===== src/rtl/ysyx_041461_macro.v =====
// rtl/ysyx_041461_macro.v - shared pipe-stage state encodings and perf counter width
`ifndef ysyx_041461_PS_EMPTY
`define ysyx_041461_PS_EMPTY 2'b00
`endif
`ifndef ysyx_041461_PS_BUSY
`define ysyx_041461_PS_BUSY 2'b01
`endif
`ifndef ysyx_041461_PS_FULL
`define ysyx_041461_PS_FULL 2'b10
`endif
`ifndef ysyx_041461_PERF_W
`define ysyx_041461_PERF_W 32
`endif


===== src/rtl/ysyx_041461_pipe_stage_pkg.sv =====
// rtl/ysyx_041461_pipe_stage_pkg.sv - pipe-stage state type and perf width
// The encodings mirror ysyx_041461_macro.v; the guards keep this file usable
// whether or not the macro file was read first.
`ifndef ysyx_041461_PS_EMPTY
`define ysyx_041461_PS_EMPTY 2'b00
`endif
`ifndef ysyx_041461_PS_BUSY
`define ysyx_041461_PS_BUSY 2'b01
`endif
`ifndef ysyx_041461_PS_FULL
`define ysyx_041461_PS_FULL 2'b10
`endif
`ifndef ysyx_041461_PERF_W
`define ysyx_041461_PERF_W 32
`endif

package ysyx_041461_pipe_stage_pkg;

  localparam int PERF_W = `ysyx_041461_PERF_W;

  typedef enum logic [1:0] {
    PS_EMPTY = `ysyx_041461_PS_EMPTY,
    PS_BUSY  = `ysyx_041461_PS_BUSY,
    PS_FULL  = `ysyx_041461_PS_FULL
  } ps_state_e;

endpackage


===== src/rtl/ysyx_041461_perf_cnt.sv =====
// rtl/ysyx_041461_perf_cnt.sv - enable-gated wrapping event counter, async reset
module ysyx_041461_perf_cnt
  import ysyx_041461_pipe_stage_pkg::*;
#(
  parameter int W = PERF_W
) (
  input  logic         clk,
  input  logic         rst,
  input  logic         en_i,
  output logic [W-1:0] cnt_o
);

  logic [W-1:0] cnt_q;
  logic [W-1:0] cnt_d;

  // Count one per enabled cycle; natural overflow wraps all-ones to zero.
  always_comb begin
    cnt_d = cnt_q;
    if (en_i) cnt_d = cnt_q + 1'b1;
  end

  // Counter register, cleared only by reset.
  always_ff @(posedge clk or posedge rst) begin
    if (rst) cnt_q <= '0;
    else     cnt_q <= cnt_d;
  end

  assign cnt_o = cnt_q;

endmodule


===== src/rtl/ysyx_041461_pipe_stage.sv =====
// rtl/ysyx_041461_pipe_stage.sv - two-entry skid pipeline register; optional YSYX_041461_PIPE_PERF_EN
module ysyx_041461_pipe_stage
  import ysyx_041461_pipe_stage_pkg::*;
#(
  parameter int                DATA_W    = 96,
  parameter logic [DATA_W-1:0] RESET_VAL = '0
) (
  input  logic              clk,
  input  logic              rst,
  input  logic              flush,
  input  logic              in_valid,
  output logic              in_ready,
  input  logic [DATA_W-1:0] in_data,
  output logic              out_valid,
  input  logic              out_ready,
  output logic [DATA_W-1:0] out_data
`ifdef YSYX_041461_PIPE_PERF_EN
  ,
  output logic [PERF_W-1:0] perf_stall,
  output logic [PERF_W-1:0] perf_full
`endif
);

  ps_state_e         state_q, state_d;
  logic [DATA_W-1:0] main_q, main_d;
  logic [DATA_W-1:0] skid_q, skid_d;
  logic              in_ready_q;
  logic              out_valid_q;
  logic              in_fire;
  logic              out_fire;

  // Handshakes use only registered flags, so no ready path crosses stages.
  assign in_fire  = in_valid & in_ready_q;
  assign out_fire = out_valid_q & out_ready;

  // Next-state and payload steering; flush wins over everything and drops a
  // same-cycle input, payload registers simply hold.
  always_comb begin
    state_d = state_q;
    main_d  = main_q;
    skid_d  = skid_q;
    if (flush) begin
      state_d = PS_EMPTY;
    end else begin
      case (state_q)
        PS_EMPTY: begin
          if (in_fire) begin
            state_d = PS_BUSY;
            main_d  = in_data;
          end
        end
        PS_BUSY: begin
          if (in_fire && out_fire) begin
            main_d = in_data;
          end else if (in_fire) begin
            state_d = PS_FULL;
            skid_d  = in_data;
          end else if (out_fire) begin
            state_d = PS_EMPTY;
          end
        end
        PS_FULL: begin
          if (out_fire) begin
            state_d = PS_BUSY;
            main_d  = skid_q;
          end
        end
        default: state_d = PS_EMPTY;
      endcase
    end
  end

  // State and handshake flags; flags are precomputed from the next state so
  // in_ready/out_valid come straight from flops.
  always_ff @(posedge clk or posedge rst) begin
    if (rst) begin
      state_q     <= PS_EMPTY;
      in_ready_q  <= 1'b1;
      out_valid_q <= 1'b0;
    end else begin
      state_q     <= state_d;
      in_ready_q  <= (state_d != PS_FULL);
      out_valid_q <= (state_d != PS_EMPTY);
    end
  end

  // Payload storage: main drives the output, skid absorbs one extra entry.
  always_ff @(posedge clk or posedge rst) begin
    if (rst) begin
      main_q <= RESET_VAL;
      skid_q <= RESET_VAL;
    end else begin
      main_q <= main_d;
      skid_q <= skid_d;
    end
  end

  assign in_ready  = in_ready_q;
  assign out_valid = out_valid_q;
  assign out_data  = main_q;

`ifdef YSYX_041461_PIPE_PERF_EN
  ysyx_041461_perf_cnt #(.W(PERF_W)) u_perf_stall (
    .clk   (clk),
    .rst   (rst),
    .en_i  (out_valid_q & ~out_ready),
    .cnt_o (perf_stall)
  );

  ysyx_041461_perf_cnt #(.W(PERF_W)) u_perf_full (
    .clk   (clk),
    .rst   (rst),
    .en_i  (state_q == PS_FULL),
    .cnt_o (perf_full)
  );
`endif

endmodule


===== config.mk =====
export PLATFORM = sky130hd
export DESIGN_NAME = ysyx_041461_pipe_stage
export DESIGN_NICKNAME = d
export VERILOG_FILES = /design/src/rtl/ysyx_041461_macro.v /design/src/rtl/ysyx_041461_pipe_stage_pkg.sv /design/src/rtl/ysyx_041461_perf_cnt.sv /design/src/rtl/ysyx_041461_pipe_stage.sv
export SDC_FILE = /design/constraint.sdc
export NUM_CORES = 1
export LEC_CHECK = 0
export BUFFER_PORTS_ARGS = -buffer_cell sky130_fd_sc_hd__buf_2
export CAP_MARGIN = 20
export CORE_UTILIZATION = 40
export CTS_BUF_LIST = sky130_fd_sc_hd__clkbuf_8
export DETAILED_ROUTE_END_ITERATION = 10
export PLACE_DENSITY_LB_ADDON = 0.15
export SYNTH_ARGS = -nofsm -noshare
export SYNTH_HDL_FRONTEND = slang
export SYNTH_SLANG_ARGS = --single-unit

===== constraint.sdc =====
create_clock -name clk -period 12.4 [get_ports clk]
set_clock_uncertainty 0.1 [all_clocks]
set_input_delay 0.62 -clock clk [delete_from_list [all_inputs] [get_ports clk]]
set_output_delay 0.62 -clock clk [all_outputs]
set_load 0.03 [all_outputs]

; ---- After elaboration in Yosys (flattened, before gate mapping)
; Index checks and enable logic that the tools add are counted.
[classes]
eq_ne = 6
n_mux = 11
bitwise_logic = 4
n_reduce_logical = 6
[ops]
columns = operator, count
row1 = 2-to-1 mux 96 bit, 3
row2 = case mux 96 bit (3 select lines), 1
row3 = 2-to-1 mux 2 bit, 6
row4 = inequality test 2 bit (second input constant), 4
row5 = case mux 2 bit (3 select lines), 1
row6 = AND reduction 5 bit, 1
row7 = AND reduction 4 bit, 1
row8 = nonzero test 3 bit, 1
row9 = bitwise AND 1 bit, 2
row10 = equality test 2 x 1 -> 1 bit (second input constant), 1
row11 = equality test 2 bit (second input constant), 1
row12 = logical NOT 2 bit, 1
row13 = NOT 1 bit, 2
row14 = nonzero test 2 bit, 1
row15 = logical AND 1 bit, 1
[totals]
register_bits = 196
input_bits = 101
out_inout_bits = 98
wordCells = 32

; ---- Logic depth before layout (Yosys ltp)
[depth]
word_depth = 7
mapped_depth = 8
ltp_nobuf = 4

; ---- Least setup slack after synthesis
; OpenSTA, ideal clock, no wires.
[synth_path]
kind = input to register
startpoint = in out_ready
endpoint = reg main_q[10], in the netlist out_data[10]
setup_ns = 0.077
arrival_ns = 1.783
required_ns = 12.223
slack_ns = 10.440
cell_stages = 7
path_buffers = 3
path_cell_list = nand2_1 -> maj3_2 -> or2_1 -> buf_6 -> buf_6 -> buf_6 -> o21ai_1
[synth_between]
elab_chain_cells = 4
elab_cells_between_ends = 5
cone_classes = eq/ne (2) / bitwise (1) / reduce/logical (2)
[synth_rtl]
columns = item, line_no
row1 = "start, declared", ysyx_041461_pipe_stage.sv:15  ; input logic out_ready,
row2 = bitwise AND 1 bit (*), ysyx_041461_pipe_stage.sv:34  ; assign out_fire = out_valid_q & out_ready;
row3 = logical AND 1 bit, ysyx_041461_pipe_stage.sv:53  ; if (in_fire && out_fire) begin
row4 = inequality test 2 bit (no line), -
row5 = AND reduction 5 bit (no line) (*), -
row6 = "end signal, assigned", ysyx_041461_pipe_stage.sv:93  ; main_q <= main_d;
row7 = "end, declared", ysyx_041461_pipe_stage.sv:25  ; logic [DATA_W-1:0] main_q, main_d;
; Mark *: on every way between the ends. The rest lies on a longest branch, timed or not.
; A chain may end at the register's enable or synchronous reset.

; ---- Worst setup path in the final report
[layout_path]
startpoint = reg in_ready_q, in the netlist in_ready
endpoint = reg skid_q[93]
[layout_between]
elab_chain_cells = 4
[layout_rtl]
columns = item, line_no
row1 = "start, declared", ysyx_041461_pipe_stage.sv:27  ; logic in_ready_q;
row2 = "start signal, assigned", ysyx_041461_pipe_stage.sv:82  ; in_ready_q <= (state_d != PS_FULL);
row3 = bitwise AND 1 bit (*), ysyx_041461_pipe_stage.sv:33  ; assign in_fire = in_valid & in_ready_q;
row4 = logical AND 1 bit, ysyx_041461_pipe_stage.sv:53
row5 = NOT 1 bit (no line), -
row6 = AND reduction 4 bit (no line) (*), -
row7 = "end signal, assigned", ysyx_041461_pipe_stage.sv:94  ; skid_q <= skid_d;
row8 = "end, declared", ysyx_041461_pipe_stage.sv:26  ; logic [DATA_W-1:0] skid_q, skid_d;
; Marks and branches as above.

==> metrics.md <==
| Metric | Value |
|---|---|
| Status | finished, final reports clean |
| Number of synthesized register bits | 196 |
| Area delta synth->final | 19.0% |
| Initial antenna violation count | 2 |
| CP delay by family, top | simple AND/OR/NAND/NOR gates |
| Num ports | between 150 and 200 |
| Worst r2r dst | skid_q[93] |
| Pwr/cell area | 228 nW/µm² |
| Post-route ant nets | 0 |
| Pleak | 4.58 nW |
| Synth Flop Type | dfrtp_1 |
| Final Hold Fails | 0 |
| Total CTS buffers | 17 |
| Area of the multi-input gates | between 3000 and 4000 µm² |
| Detailed placer's ending HPWL | 12000 µm |
| Max-cap violations | 0 |
| Share of layout cells above drive strength 1 | 40.7% |
| EDFF count, synth | 0 |
| Worst Path Buf+Inv | 1 |
| Clock Sinks | 196 |
| Final TNS setup | 0 ns |
| Std-Cell Rows | 52 |
| Clock tree root driver cell | clkbuf_8 |
| Area contributors post-synth | dfrtp_1 (59%), mux2_2 (13%), mux2i_1 (12%), o21ai_0 (9.8%), o21ai_1 (1.8%) |
| Unrepaired setup endpoints after global routing | no |
| Critical Path End Type | flip-flop |
| CORE AREA | a little over 20000 µm² |
| Synth cell types | 23 |
| Fillers | about 1900 |
| Worst skew pair latency | 0.46 ns |
| Post_cts resized | 0 |
| Mapped Cells | 651 |
| Max incr delay on CP | 0.57 ns |
| Peak VDD IR | 0.0000957 V |
| DRT Pass-1 Iters | 4 |
| Register area share after synthesis | 59.2% |
| Mapped Nets | around 750 |
| Max-slew headroom | 27.4% |
| Vias in the first global route | 6144 |
| Die height | 146 µm |
| Reg-to-reg slack, setup | 9.65 ns |
| IO buf count | around 200 |
| Die ar. | 21300 µm² |
| Hold crit path type | in2async |
| Max clock buf depth | 2 |
| Critical Path RT | between 10 and 15 ns |
| FMAX | 364 MHz |
| Asr flop ratio synth | 100% |
| Avg Inst Size Synth | about 13 µm² |
| Final setup vio count | 0 |
| Setup crit start kind | flip-flop |
| Setup bufs post-CTS | 0 |
| Nets@finish | between 900 and 1000 |
| WL final | around 20000 µm |
| Post-synth top area share | 58.8% |
| Grt ovf | 0 |
| CP arrival | 3.00 ns |
| Seq. cell area | 4910 µm² |
| Final Power | 2.25 mW |
| Most common cell in the netlist | dfrtp_1 |
| Synth Cell Area | around 8300 µm² |
| Hold-fix buffers at CTS | 0 |
| # DRC | 0 |
| Largest net degree at the start of global routing | roughly 140 |
| Placer congestion estimate | 0.718 |
| Clock transition at path regs | around 0.1 ns |
| Chip Width | 146 µm |
| Worst r2r path cells | 5 |
| Classification of the worst setup path | reg2reg |
| Global Route Usage Sum | 19.3% |
| First-pass GRT wire length | 32400 µm |
| CTS tree | done |
| Worst Tran Pin Value | 1.09 ns |
| Worst-path fanout max | 56 |
| Tmin final | 2.75 ns |
| Crit share post-route | 22.1% |
| RR Startpoint | in_ready |
| Commonest cells in the netlist | dfrtp_1 (195), o21ai_0 (162), mux2_2 (96), mux2i_1 (96), o21ai_1 (30) |
| CTS HTree Levels | 4 |
| CP cell instances | nand2_1 -> nor3_1 -> nand3_4 -> buf_4 -> mux2_2 |
| Synth area leader | dfrtp_1 |
| Yosys Warn Count | 0 |
| Critical Path Stages | 5 |
| DR vias | 5771 |
| Starting DRT DRC Count | ~310 |
| Initial core utilization | 40.9% |
| Critical path's slowest cell | buf_4 |
| Mean routed wirelength per cell | 17.8 µm |
| DR vias/cell | roughly 5.2 |
| Max-slew violations | 0 |
-- stage by stage --
step	std cells	util, %	hold slack [ns]	area [µm²]	setup WS [ns]
3_3_place_gp	1071	46.4	0.385	9420	9.53
6_report	1105	48.6	0.266	9870	9.65
5_1_grt	1104	48.6	0.237	9870	9.45
3_5_place_dp	1071	46.4	0.391	9420	9.44
2_1_floorplan	651	-	0.379	8290	6.34
4_1_cts	1103	48.6	0.242	9860	9.63
-- worst reg2reg max path, delay by kind of cell, from the launching register on --
| kind | cells | cell delay [ns] |
|---|---|---|
| buffers and inverters | 1 | 0.57 |
| AND/OR/NAND/NOR | 3 | 0.96 |
| flip-flops | 1 | 0.55 |
| multiplexers | 1 | 0.44 |
-- how the worst max path moves through the flow --
stage	start	end	slack [ns]
after floorplan	rst	out_data[0]	6.34
after global placement	flush	skid_q[71]	9.53
after detailed placement	flush	skid_q[89]	9.44
after CTS	in_ready	skid_q[93]	9.63
after global routing	in_ready	skid_q[93]	9.45
final	in_ready	skid_q[93]	9.65
-- layout make-up --
| type | instances | area share (%) |
|---|---|---|
| sequential | 196 | 49.7 |
| multi-input combinational | 401 | 31.7 |
| timing repair buffer | 203 | 10.4 |
| tap | 270 | 3.42 |
| clock buffer | 18 | 2.51 |
| clock inverter | 14 | 2.02 |
| inverter | 1 | 0.114 |
| antenna | 2 | 0.0507 |
-- report_power, final --
part           switching [mW]  internal [mW]
clock network           0.235          0.228
registers               0.136          0.909
logic                   0.463          0.282
-- flip-flops by register name, summed over array words and instances, names as in the netlist --
name and count:
out_data 96, skid_q 96, state_q 2, in_ready 1, out_valid 1
-- placed cells by master, fill, tap and decap left out, types with 3 or more instances in the layout --
master / Yosys / layout
o21ai_1: 30 / 30
nand2_1: 5 / 5
clkbuf_8: 0 / 18
buf_4: 2 / 5
mux2i_1: 96 / 96
mux2_2: 96 / 96
buf_2: 18 / 198
bufinv_16: 0 / 4
o21ai_0: 162 / 162
inv_6: 0 / 3
dfrtp_1: 195 / 195
-- metal layers --
metal | up-vias | global-route usage, % | share of wire, %
met4 | 0 | 6.46 | 1.7
li1 | 2675 | - | -
met3 | 25 | 6.49 | 6.7
met1 | 2897 | 24.5 | 45
met2 | 174 | 31.1 | 47
met5 | - | 0 | 0
-- cell families after synthesis --
logic type	after synthesis	synth area share, %
buf+inv	54	3.35
compound gates	195	11.9
flops	196	59.2
simple gates	13	0.830
mux	192	24.6
fa+ha+maj	1	0.136
No activity file was read; power rests on OpenSTA's default activity.
